[src/rtl/mig_seq_pkg.sv]
// Shared types and constants for the MIG truth-table sequencer.
package mig_seq_pkg;

  localparam int N_IN       = 7;
  localparam int MAX_GATES  = 16;
  localparam int SEL_W      = 5;
  localparam int OP_W       = SEL_W + 1;
  localparam int CFG_W      = 3 * OP_W;
  localparam int NG_W       = 5;
  localparam int N_MINTERMS = 128;

  // Gate word layout: {inv2,sel2,inv1,sel1,inv0,sel0}
  localparam int SEL0_LSB = 0;
  localparam int INV0_BIT = 5;
  localparam int SEL1_LSB = 6;
  localparam int INV1_BIT = 11;
  localparam int SEL2_LSB = 12;
  localparam int INV2_BIT = 17;

  // Operand select space: constant 0, then primary inputs, then gate outputs
  localparam logic [SEL_W-1:0] CONST0 = 5'd0;
  localparam logic [SEL_W-1:0] X_BASE = 5'd1;
  localparam logic [SEL_W-1:0] G_BASE = 5'd8;

  typedef enum logic [1:0] {IDLE, EVAL, STORE, DONE} state_t;

  // Resolve a select code to a bit. Gate references at or beyond 'limit'
  // (not yet evaluated, or outside the program) read as 0, as do codes
  // past the last gate.
  function automatic logic sel_value(input logic [SEL_W-1:0]     sel,
                                     input logic [N_IN-1:0]      x,
                                     input logic [MAX_GATES-1:0] node,
                                     input logic [NG_W-1:0]      limit);
    logic [SEL_W-1:0] idx;
    logic             v;
    idx = '0;
    v   = 1'b0;
    if (sel == CONST0) begin
      v = 1'b0;
    end else if (sel < G_BASE) begin
      idx = sel - X_BASE;
      v   = x[idx[2:0]];
    end else begin
      idx = sel - G_BASE;
      if (idx < limit) v = node[idx[3:0]];
    end
    return v;
  endfunction

endpackage

[src/rtl/mig_maj3_unit.sv]
// Shared datapath: three-input majority with per-operand inversion.
module mig_maj3_unit (
  input  logic a,
  input  logic b,
  input  logic c,
  input  logic inv_a,
  input  logic inv_b,
  input  logic inv_c,
  output logic y
);

  logic pa, pb, pc;

  // Apply the complement edges, then vote
  always_comb begin
    pa = a ^ inv_a;
    pb = b ^ inv_b;
    pc = c ^ inv_c;
    y  = (pa & pb) | (pa & pc) | (pb & pc);
  end

endmodule

[src/rtl/mig_tt_sequencer.sv]
// Time-multiplexed MIG evaluator: runs the gate program once per minterm
// through one MAJ3 unit and collects the selected node into a 128-bit table.
// Handshake: start is a one-cycle request honoured only in IDLE; busy is high
// from the next cycle until done, which pulses for one cycle as busy falls.
module mig_tt_sequencer
  import mig_seq_pkg::*;
(
  input  logic                   clk,
  input  logic                   rst_n,
  input  logic                   cfg_we,
  input  logic [3:0]             cfg_addr,
  input  logic [CFG_W-1:0]       cfg_data,
  input  logic [NG_W-1:0]        num_gates,
  input  logic [SEL_W-1:0]       out_sel,
  input  logic                   start,
  output logic                   busy,
  output logic                   done,
  output logic [N_MINTERMS-1:0]  tt
);

  state_t                state_q, state_d;
  logic [CFG_W-1:0]      prog_q [MAX_GATES];
  logic [NG_W-1:0]       ng_q;
  logic [SEL_W-1:0]      osel_q;
  logic [6:0]            m_q;
  logic [3:0]            g_q;
  logic [MAX_GATES-1:0]  node_q;
  logic                  start_run, eval_en, store_en;
  logic [CFG_W-1:0]      gate_w;
  logic                  op0, op1, op2, maj_y, out_bit;
  logic [NG_W-1:0]       ng_sat;
  logic                  last_gate;

  assign ng_sat    = (num_gates > NG_W'(MAX_GATES)) ? NG_W'(MAX_GATES) : num_gates;
  assign last_gate = ({1'b0, g_q} == (ng_q - NG_W'(1)));

  // Operands for the current gate; only gates before g_q are visible
  assign gate_w  = prog_q[g_q];
  assign op0     = sel_value(gate_w[SEL0_LSB +: SEL_W], m_q, node_q, {1'b0, g_q});
  assign op1     = sel_value(gate_w[SEL1_LSB +: SEL_W], m_q, node_q, {1'b0, g_q});
  assign op2     = sel_value(gate_w[SEL2_LSB +: SEL_W], m_q, node_q, {1'b0, g_q});
  assign out_bit = sel_value(osel_q, m_q, node_q, ng_q);

  mig_maj3_unit u_maj3 (
    .a     (op0),
    .b     (op1),
    .c     (op2),
    .inv_a (gate_w[INV0_BIT]),
    .inv_b (gate_w[INV1_BIT]),
    .inv_c (gate_w[INV2_BIT]),
    .y     (maj_y)
  );

  // State register
  always_ff @(posedge clk or negedge rst_n) begin
    if (!rst_n) state_q <= IDLE;
    else        state_q <= state_d;
  end

  // Next-state logic
  always_comb begin
    state_d = state_q;
    case (state_q)
      IDLE:    if (start) state_d = (ng_sat == '0) ? STORE : EVAL;
      EVAL:    if (last_gate) state_d = STORE;
      STORE: begin
        if (m_q == 7'd127)    state_d = DONE;
        else if (ng_q == '0)  state_d = STORE;
        else                  state_d = EVAL;
      end
      DONE:    state_d = IDLE;
      default: state_d = IDLE;
    endcase
  end

  // Outputs and datapath strobes decoded from state
  always_comb begin
    busy      = 1'b0;
    done      = 1'b0;
    start_run = 1'b0;
    eval_en   = 1'b0;
    store_en  = 1'b0;
    case (state_q)
      IDLE:    start_run = start;
      EVAL:    begin busy = 1'b1; eval_en  = 1'b1; end
      STORE:   begin busy = 1'b1; store_en = 1'b1; end
      DONE:    done = 1'b1;
      default: ;
    endcase
  end

  // Gate program: writable only while no run is in flight
  always_ff @(posedge clk or negedge rst_n) begin
    if (!rst_n) begin
      for (int i = 0; i < MAX_GATES; i++) prog_q[i] <= '0;
    end else if (cfg_we && !busy) begin
      prog_q[cfg_addr] <= cfg_data;
    end
  end

  // Run counters, node registers and the result table
  always_ff @(posedge clk or negedge rst_n) begin
    if (!rst_n) begin
      ng_q   <= '0;
      osel_q <= '0;
      m_q    <= '0;
      g_q    <= '0;
      node_q <= '0;
      tt     <= '0;
    end else begin
      if (start_run) begin
        ng_q   <= ng_sat;
        osel_q <= out_sel;
        m_q    <= '0;
        g_q    <= '0;
        node_q <= '0;
        tt     <= '0;
      end
      if (eval_en) begin
        node_q[g_q] <= maj_y;
        g_q         <= g_q + 4'd1;
      end
      if (store_en) begin
        tt[m_q] <= out_bit;
        node_q  <= '0;
        g_q     <= '0;
        m_q     <= m_q + 7'd1;
      end
    end
  end

endmodule

[config.mk]
export PLATFORM = sky130hd
export DESIGN_NAME = mig_tt_sequencer
export DESIGN_NICKNAME = d
export VERILOG_FILES = /design/src/rtl/mig_seq_pkg.sv /design/src/rtl/mig_maj3_unit.sv /design/src/rtl/mig_tt_sequencer.sv
export SDC_FILE = /design/constraint.sdc
export NUM_CORES = 1
export LEC_CHECK = 0
export ABC_AREA = 1
export BUFFER_PORTS_ARGS = -buffer_cell sky130_fd_sc_hd__buf_4
export CORE_MARGIN = 2
export CORE_UTILIZATION = 65
export CTS_CLUSTER_DIAMETER = 200
export CTS_CLUSTER_SIZE = 20
export DETAILED_ROUTE_END_ITERATION = 6
export GPL_TIMING_DRIVEN = 0
export PLACE_DENSITY = 0.88
export SLEW_MARGIN = 20
export SYNTH_ARGS = -nofsm -noshare
export SYNTH_HDL_FRONTEND = slang
export SYNTH_SLANG_ARGS = --single-unit
[constraint.sdc]
create_clock -name clk -period 5.64 [get_ports clk]
set_input_delay 0.846 -clock clk [delete_from_list [all_inputs] [get_ports clk]]
set_output_delay 0.846 -clock clk [all_outputs]
set_load 0.01 [all_outputs]
# ---- Yosys cells after proc, flatten, opt, wreduce, memory -nomap -nowiden
# Cells that the tools add are included.
dict set report word_totals {
  out_inout_bits 130
  in_bits 36
  register_bits 455
}
dict set report op_classes {
  addsub 11
  eq_ne 7
  bitwise_logic 10
  reduce_logical 16
  magnitude_cmp 24
  muxes 62
}
# operator n
set op_table {}
lappend op_table {{288-bit bitwise mux} 1}
lappend op_table {{128-bit 2-to-1 mux} 2}
lappend op_table {{128-bit bitwise mux} 1}
lappend op_table {{18-bit binary-select mux with 4-bit select} 1}
lappend op_table {{18-bit demux with 4-bit select} 1}
lappend op_table {{18-bit 2-to-1 mux} 3}
lappend op_table {{16-bit 2-to-1 mux} 3}
lappend op_table {{5-bit zero test} 6}
lappend op_table {{1-bit 2-to-1 mux} 27}
lappend op_table {{4-bit by 5-bit < comparator with 1-bit output (second input constant)} 5}
lappend op_table {{5-bit by 4-bit < comparator with 1-bit output (second input constant)} 4}
lappend op_table {{5-bit by 4-bit subtractor with 5-bit output (second input constant)} 4}
lappend op_table {{1-bit binary-select mux with 4-bit select} 4}
lappend op_table {{16-bit bitwise mux} 1}
lappend op_table {{3-bit by 4-bit < comparator with 1-bit output (second input constant)} 4}
lappend op_table {{5-bit by 4-bit < comparator with 1-bit output} 3}
lappend op_table {{7-bit 2-to-1 mux} 2}
lappend op_table {{1-bit binary-select mux with 3-bit select} 4}
lappend op_table {{4-bit 2-to-1 mux} 3}
lappend op_table {{3-bit by 1-bit subtractor with 3-bit output (second input constant)} 4}
lappend op_table {{5-bit greater-or-equal comparator (second input constant)} 2}
lappend op_table {{2-bit 2-to-1 mux} 5}
lappend op_table {{4-bit inverter with 5-bit output} 2}
lappend op_table {{7-bit by 8-bit < comparator with 1-bit output (second input constant)} 1}
lappend op_table {{other kinds (27)} 37}

# ---- Longest topological paths before layout
dict set report logic_depth {
  word_depth 17
  ltp_mapped 29
  ltp_nobuf 25
}

# ---- Hierarchy
# Synthesis repeated with hierarchy kept, for this count alone.
dict set report unflattened {
  cells_unflattened 2910
  area_unflattened_um2 22551.6
}
# mod instances cells_each area_per_inst_um2
set by_module_without_submodules {}
lappend by_module_without_submodules {mig_tt_sequencer 1 2891 22479.1}
lappend by_module_without_submodules {mig_maj3_unit 1 19 72.6}

# ---- Worst setup path before layout
# No wires, ideal clock.
dict set report synth_timing {
  path_type {register to register}
  from {register g_q[0]}
  to {register node_q[15]}
  arrival_time_ps 2835
  path_slack_ps 2688
  path_stages_with_launch 24
  setup_time_ps 117
  path_cell_list {dfrtp_1 -> buf_6 -> buf_4 -> buf_2 -> buf_6 -> buf_2 -> o21ai_0 -> o22ai_1 -> a221oi_2 -> ha_1 -> nor3b_1 -> nand2_1 -> nor2_1 -> nand3_1 -> nand2_1 -> nand2_1 -> nand2_1 -> nand2_1 -> nand2_1 -> nand2_1 -> nand2_4 -> buf_6 -> o21ai_1 -> inv_1}
}
dict set report synth_between {
  elab_chain_cells 17
  word_cells_on_any_way 56
  classes_between {add/sub: 6; order compare: 8; mux: 29; bitwise: 9; reduce/logical: 4}
}
# element line_no
set synth_lines {}
lappend synth_lines {{start, declared} mig_tt_sequencer.sv:26} ;# logic [3:0] g_q;
lappend synth_lines {{start signal, assigned} mig_tt_sequencer.sv:121} ;# g_q <= g_q + 4'd1;
lappend synth_lines {{4-bit inverter with 5-bit output (not written as such)} mig_tt_sequencer.sv:38} ;# assign gate_w = prog_q[g_q];
lappend synth_lines {{18-bit binary-select mux with 4-bit select} mig_tt_sequencer.sv:38}
lappend synth_lines {{18-bit 2-to-1 mux (not written as such) (2 in a row)} mig_tt_sequencer.sv:38}
lappend synth_lines {{5-bit by 4-bit subtractor with 5-bit output} mig_seq_pkg.sv:44} ;# idx = sel - G_BASE;
lappend synth_lines {{1-bit binary-select mux with 4-bit select} mig_seq_pkg.sv:45} ;# if (idx < limit) v = node[idx[3:0]];
lappend synth_lines {{1-bit 2-to-1 mux (not written as such)} mig_seq_pkg.sv:45}
lappend synth_lines {{1-bit 2-to-1 mux} mig_seq_pkg.sv:45}
lappend synth_lines {{1-bit 2-to-1 mux} mig_seq_pkg.sv:40} ;# end else if (sel < G_BASE) begin
lappend synth_lines {{1-bit 2-to-1 mux} mig_seq_pkg.sv:38} ;# if (sel == CONST0) begin
lappend synth_lines {{1-bit bitwise XOR (on tied branches)} {mig_maj3_unit.sv:16, mig_maj3_unit.sv:17, mig_maj3_unit.sv:18}}
lappend synth_lines {{1-bit bitwise AND} mig_maj3_unit.sv:19} ;# y = (pa & pb) | (pa & pc) | (pb & pc);
lappend synth_lines {{1-bit OR (2 in a row)} mig_maj3_unit.sv:19}
lappend synth_lines {{16-bit bitwise mux *} mig_tt_sequencer.sv:120} ;# node_q[g_q] <= maj_y;
lappend synth_lines {{16-bit 2-to-1 mux *} mig_tt_sequencer.sv:119} ;# if (eval_en) begin
lappend synth_lines {{16-bit 2-to-1 mux *} mig_tt_sequencer.sv:123} ;# if (store_en) begin
lappend synth_lines {{end signal, assigned by index} mig_tt_sequencer.sv:120}
lappend synth_lines {{end, declared} mig_tt_sequencer.sv:27} ;# logic [MAX_GATES-1:0] node_q;
# Every way passes the cells marked *; elsewhere a longest branch is shown, timed or not. The select of a mux whose other input is x is not followed.
# A chain may end at the register's enable or synchronous reset.

# ---- Worst setup path after layout
dict set report layout_timing {
  from {register g_q[1]}
  to {register node_q[13]}
}
# The elaborated chain is that of the path after synthesis.

==> results by stage <==
Routing:
- The number of DRC violations after detailed routing is 0.
- The routed design has about 72000 um of wire.
- In this run the remaining antenna-violating nets after routing total 0.
- After detailed routing, the number of vias per cell comes to around 6.3.
- The routed length per instance is roughly 21 um.
- The initial DRC count is 2929.
- The topmost layer with routed signal wires is met4.
- In the final routing, the length of wire on met1 measures approximately 26000 um.
- Summing over every cut layer, the via total after detailed routing is roughly 22000.
- The wire length on met3 is a little over 8000 um.
- In the detailed route, the total length drawn on met2 is between 30000 and 40000 um.
- The number of iterations in the first detailed-routing pass is 7.

Outcome:
- The run finished with clean final reports.

Worst setup path:
- The data required time at the worst endpoint is slightly above 6 ns.
- The startpoint identified for the worst register-to-register timing path is g_q[1].
- Data on the critical path arrives at its endpoint at ~5.1 ns.
- The critical path is of the register to register type.
- The most critical setup path has its startpoint at g_q[1].
- The path depth of the worst reg2reg path is 21.
- The reg-to-reg setup timing slack is between 1 and 1.5 ns.
- STA classifies the critical path startpoint as a register.
- Along the worst path, the maximum fanout reaches 10.
- The worst setup path is captured at a register.

Placed design:
- Detailed placement finished with a half-perimeter wire length of between 50000 and 60000 um.
- Routability-driven placement finished with a final weighted congestion of 0.957.
- The number of port buffers is approximately 160.
- Once placement finished, the instance area stood at 24100 um2.

STA:
- The total count of hold-check failures in the final report came to 0.
- At the pin with the least slew margin, the transition time is roughly 0.92 ns.
- The worst relative slew slack is about two fifths.
- Setup repair after global routing left no endpoint under its margin.
- Static timing analysis puts the maximum clock frequency at approximately 220 MHz.
- The clock skew after layout is approximately 0.027 ns.
- In the finished design, the share of the clock period the worst path needs comes to 80.5%.
- The sum of negative setup slack is 0 ns.
- Setup violations remaining at the end of the flow were counted as 0.
- The clock period minus worst slack is around 4.5 ns.
- The count of final max-slew check failures is 0.

Clock tree:
- The hold-fix buffer count after cts is 0.
- The total setup buffers inserted after CTS is 0.
- The number of H-tree levels is 1.
- The cell chosen for the clock root is sky130_fd_sc_hd__clkbuf_16.
- The buffer levels on the longest clock path is 3.
- TritonCTS built the clock tree.
- The clock latency reported for the late side of the worst-skew pair is 0.60 ns.
- Clock tree synthesis found a total of roughly 460 sinks.
- Clock-pin slew was measured on the worst setup and hold paths at ~0.09 ns.
- The total of cells resized after clock tree synthesis is 0.
- In this run, CTS created clock tree buffers numbering 26.

Logic synthesis:
- The number of nets produced by synthesis is between 2000 and 3000.
- The synthesized design contains 0 enable-type register cells.
- In this run the cell area of the synthesized design comes to between 20000 and 25000 um2.
- The share of the yosys chip area belonging to registers is 51.2%.
- The average instance area after synthesis is ~7.9 um2.
- In this run, distinct cell masters in the synthesized netlist total 41.
- The gate count of the mapped netlist is 2802.
- For this run, the number of Yosys warnings is 0.
- In the synthesized netlist the async set-or-reset flop fraction comes to 100%.
- The flip-flop and latch count after synthesis is approximately 460.
- The most used flip-flop cell after synthesis is sky130_fd_sc_hd__dfrtp_1.

Layout:
- Once layout is done, the placed cells without fillers occupy 24800 um2.
- Leaving out fill and tap cells, the most frequent cells in the layout are sky130_fd_sc_hd__nand2_1 (769), sky130_fd_sc_hd__o21ai_0 (520), sky130_fd_sc_hd__dfrtp_1 (455).
- The most frequent standard cell in the layout excluding fill and tap cells is sky130_fd_sc_hd__nand2_1.
- The share of cells above drive strength 1 is approximately 9%.
- The post-route core utilization is 73.8%.
- The final layout net count is 3068.
- The layout overhead on the synthesized area is 11.6%.
- 0 antenna diodes ended up in the layout.

Power and ir drop:
- The static leakage is approximately 12 nW.
- Summing internal, switching and leakage power gives 5.37 mW.
- The worst voltage drop across the vdd grid is 231 uV.
- Power spread over the standard cell area amounts to 216 nW/um2.

Global route:
- In the global route stage, overall resource usage came out at approximately two fifths.
- Global routing finished with a remaining overflow of 0.
- The initial antenna violation count is 0.
- The maximum number of pins on one net before global-route repair is 102.
- The number of global-route vias before repair is around 21000.
- The first-pass GRT wire length is around 110000 um.

Floorplan:
- about 170 I/O pins were placed.
- From bottom edge to top edge, the die measures between 150 and 200 um.
- The die is 189 um wide.
- The initial cell density of the core is between 60% and 70%.
- The floorplan has 67 rows.
- The area of the core is around 34000 um2.
- The area of the die is roughly 36000 um2.

Worst hold path:
- The worst hold path belongs to the class primary input to asynchronous set/reset pin.

Job:
- Across the run, the number of max-cap violations was 0.
[layout make-up]
class	instances	area (um2)
fill	2502	8820
inverter	164	616
clock buffer	26	651
buffer	183	838
sequential	455	11400
timing repair buffer	166	1330
multi-input combinational	2000	9380
clock inverter	2	23.8
tap	448	561
[worst max-delay path, stage by stage, from the launching register on]
cell and delay (ns):
sky130_fd_sc_hd__dfrtp_1 0.54, sky130_fd_sc_hd__buf_2 0.40, sky130_fd_sc_hd__clkbuf_1 0.57, sky130_fd_sc_hd__clkbuf_1 0.58, sky130_fd_sc_hd__o21ai_0 0.19, sky130_fd_sc_hd__o22ai_1 0.40, sky130_fd_sc_hd__a221oi_2 0.17, sky130_fd_sc_hd__ha_1 0.33
sky130_fd_sc_hd__nor3b_1 0.19, sky130_fd_sc_hd__nand2_1 0.08, sky130_fd_sc_hd__nor2_1 0.08, sky130_fd_sc_hd__nand3_1 0.07, sky130_fd_sc_hd__nand2_1 0.09, sky130_fd_sc_hd__nand2_1 0.05, sky130_fd_sc_hd__nand2_1 0.07, sky130_fd_sc_hd__nand2_1 0.06
sky130_fd_sc_hd__nand2_1 0.05, sky130_fd_sc_hd__nand2_1 0.08, sky130_fd_sc_hd__nand2_4 0.12, sky130_fd_sc_hd__buf_6 0.16, sky130_fd_sc_hd__nand2_1 0.07, sky130_fd_sc_hd__a21oi_1 0.12
[power breakdown]
group | leakage (nW) | total [mW] | switching, mW | internal, mW
combinational | 5.54 | 0.181 | 0.133 | 0.0473
clock | 0.327 | 1.89 | 1.07 | 0.825
sequential | 5.67 | 3.29 | 0.0121 | 3.28
[final timing paths]
check                        endpoint
setup / recovery           node_q[13]
hold / removal                 m_q[1]
setup reg to reg           node_q[13]
hold reg to reg            prog_q[51]
max in group asynchronous  prog_q[32]
min in group clk            osel_q[3]
[flip-flops by register name (all words and copies together), names as in the netlist]
name,count
prog_q,288
m_q,7
g_q,4
osel_q,5
ng_q,5
tt,128
node_q,16
state_q,2
[cells in the mapped netlist, types with 5 or more instances]
library cell               count  area, um2
sky130_fd_sc_hd__inv_1       156        586
sky130_fd_sc_hd__buf_6        12        135
sky130_fd_sc_hd__nand3_1     216       1080
sky130_fd_sc_hd__clkbuf_1    129        484
sky130_fd_sc_hd__ha_1         36        450
sky130_fd_sc_hd__a32o_1       13        130
sky130_fd_sc_hd__o211ai_1      8       60.1
sky130_fd_sc_hd__a21oi_1      54        270
sky130_fd_sc_hd__nor2_1      235        882
sky130_fd_sc_hd__nand2_1     769       2890
sky130_fd_sc_hd__buf_2        34        170
sky130_fd_sc_hd__o21ai_1      38        190
sky130_fd_sc_hd__buf_4         5       37.5
sky130_fd_sc_hd__nor2_2        7       43.8
sky130_fd_sc_hd__o22ai_1      41        257
sky130_fd_sc_hd__o21ai_0     520       2600
sky130_fd_sc_hd__dfrtp_1     455      11400
sky130_fd_sc_hd__xnor2_1       5       43.8
sky130_fd_sc_hd__mux2i_1      12        120
sky130_fd_sc_hd__nand4_1      15       93.8
sky130_fd_sc_hd__inv_2         6       22.5
[per-stage QoR]
step	setup slack, ns	cells	hold slack, ns
detailed placement	1.39	3416	0.468
global placement	-0.715	3412	0.461
global route	0.966	3444	0.332
CTS	1.35	3444	0.304
floorplan	2.69	2802	0.448
finish	1.10	3444	0.270
[logic make-up (layout without fill, tap and decap cells)]
family                   count (synthesis)  in the layout  share of synthesized area, %
flip-flops                             455            455                          51.2
AO/OA/AOI/OAI                          686            686                          16.3
buffers and inverters                  347            541                          6.54
AND/OR/NAND/NOR                       1257           1257                          23.0
adder cells (fa/ha/maj)                 36             36                          2.03
multiplexers                            13             13                         0.591
XOR/XNOR                                 8              8                         0.315
[per-layer routing]
metal / global-route usage (%) / vias up
met5: 0 / -
met4: 23.6 / 0
met3: 6.82 / 363
met2: 65.1 / 1582
met1: 51.2 / 10200
li1: - / 9622
No activity file was read; power rests on OpenSTA's default activity.
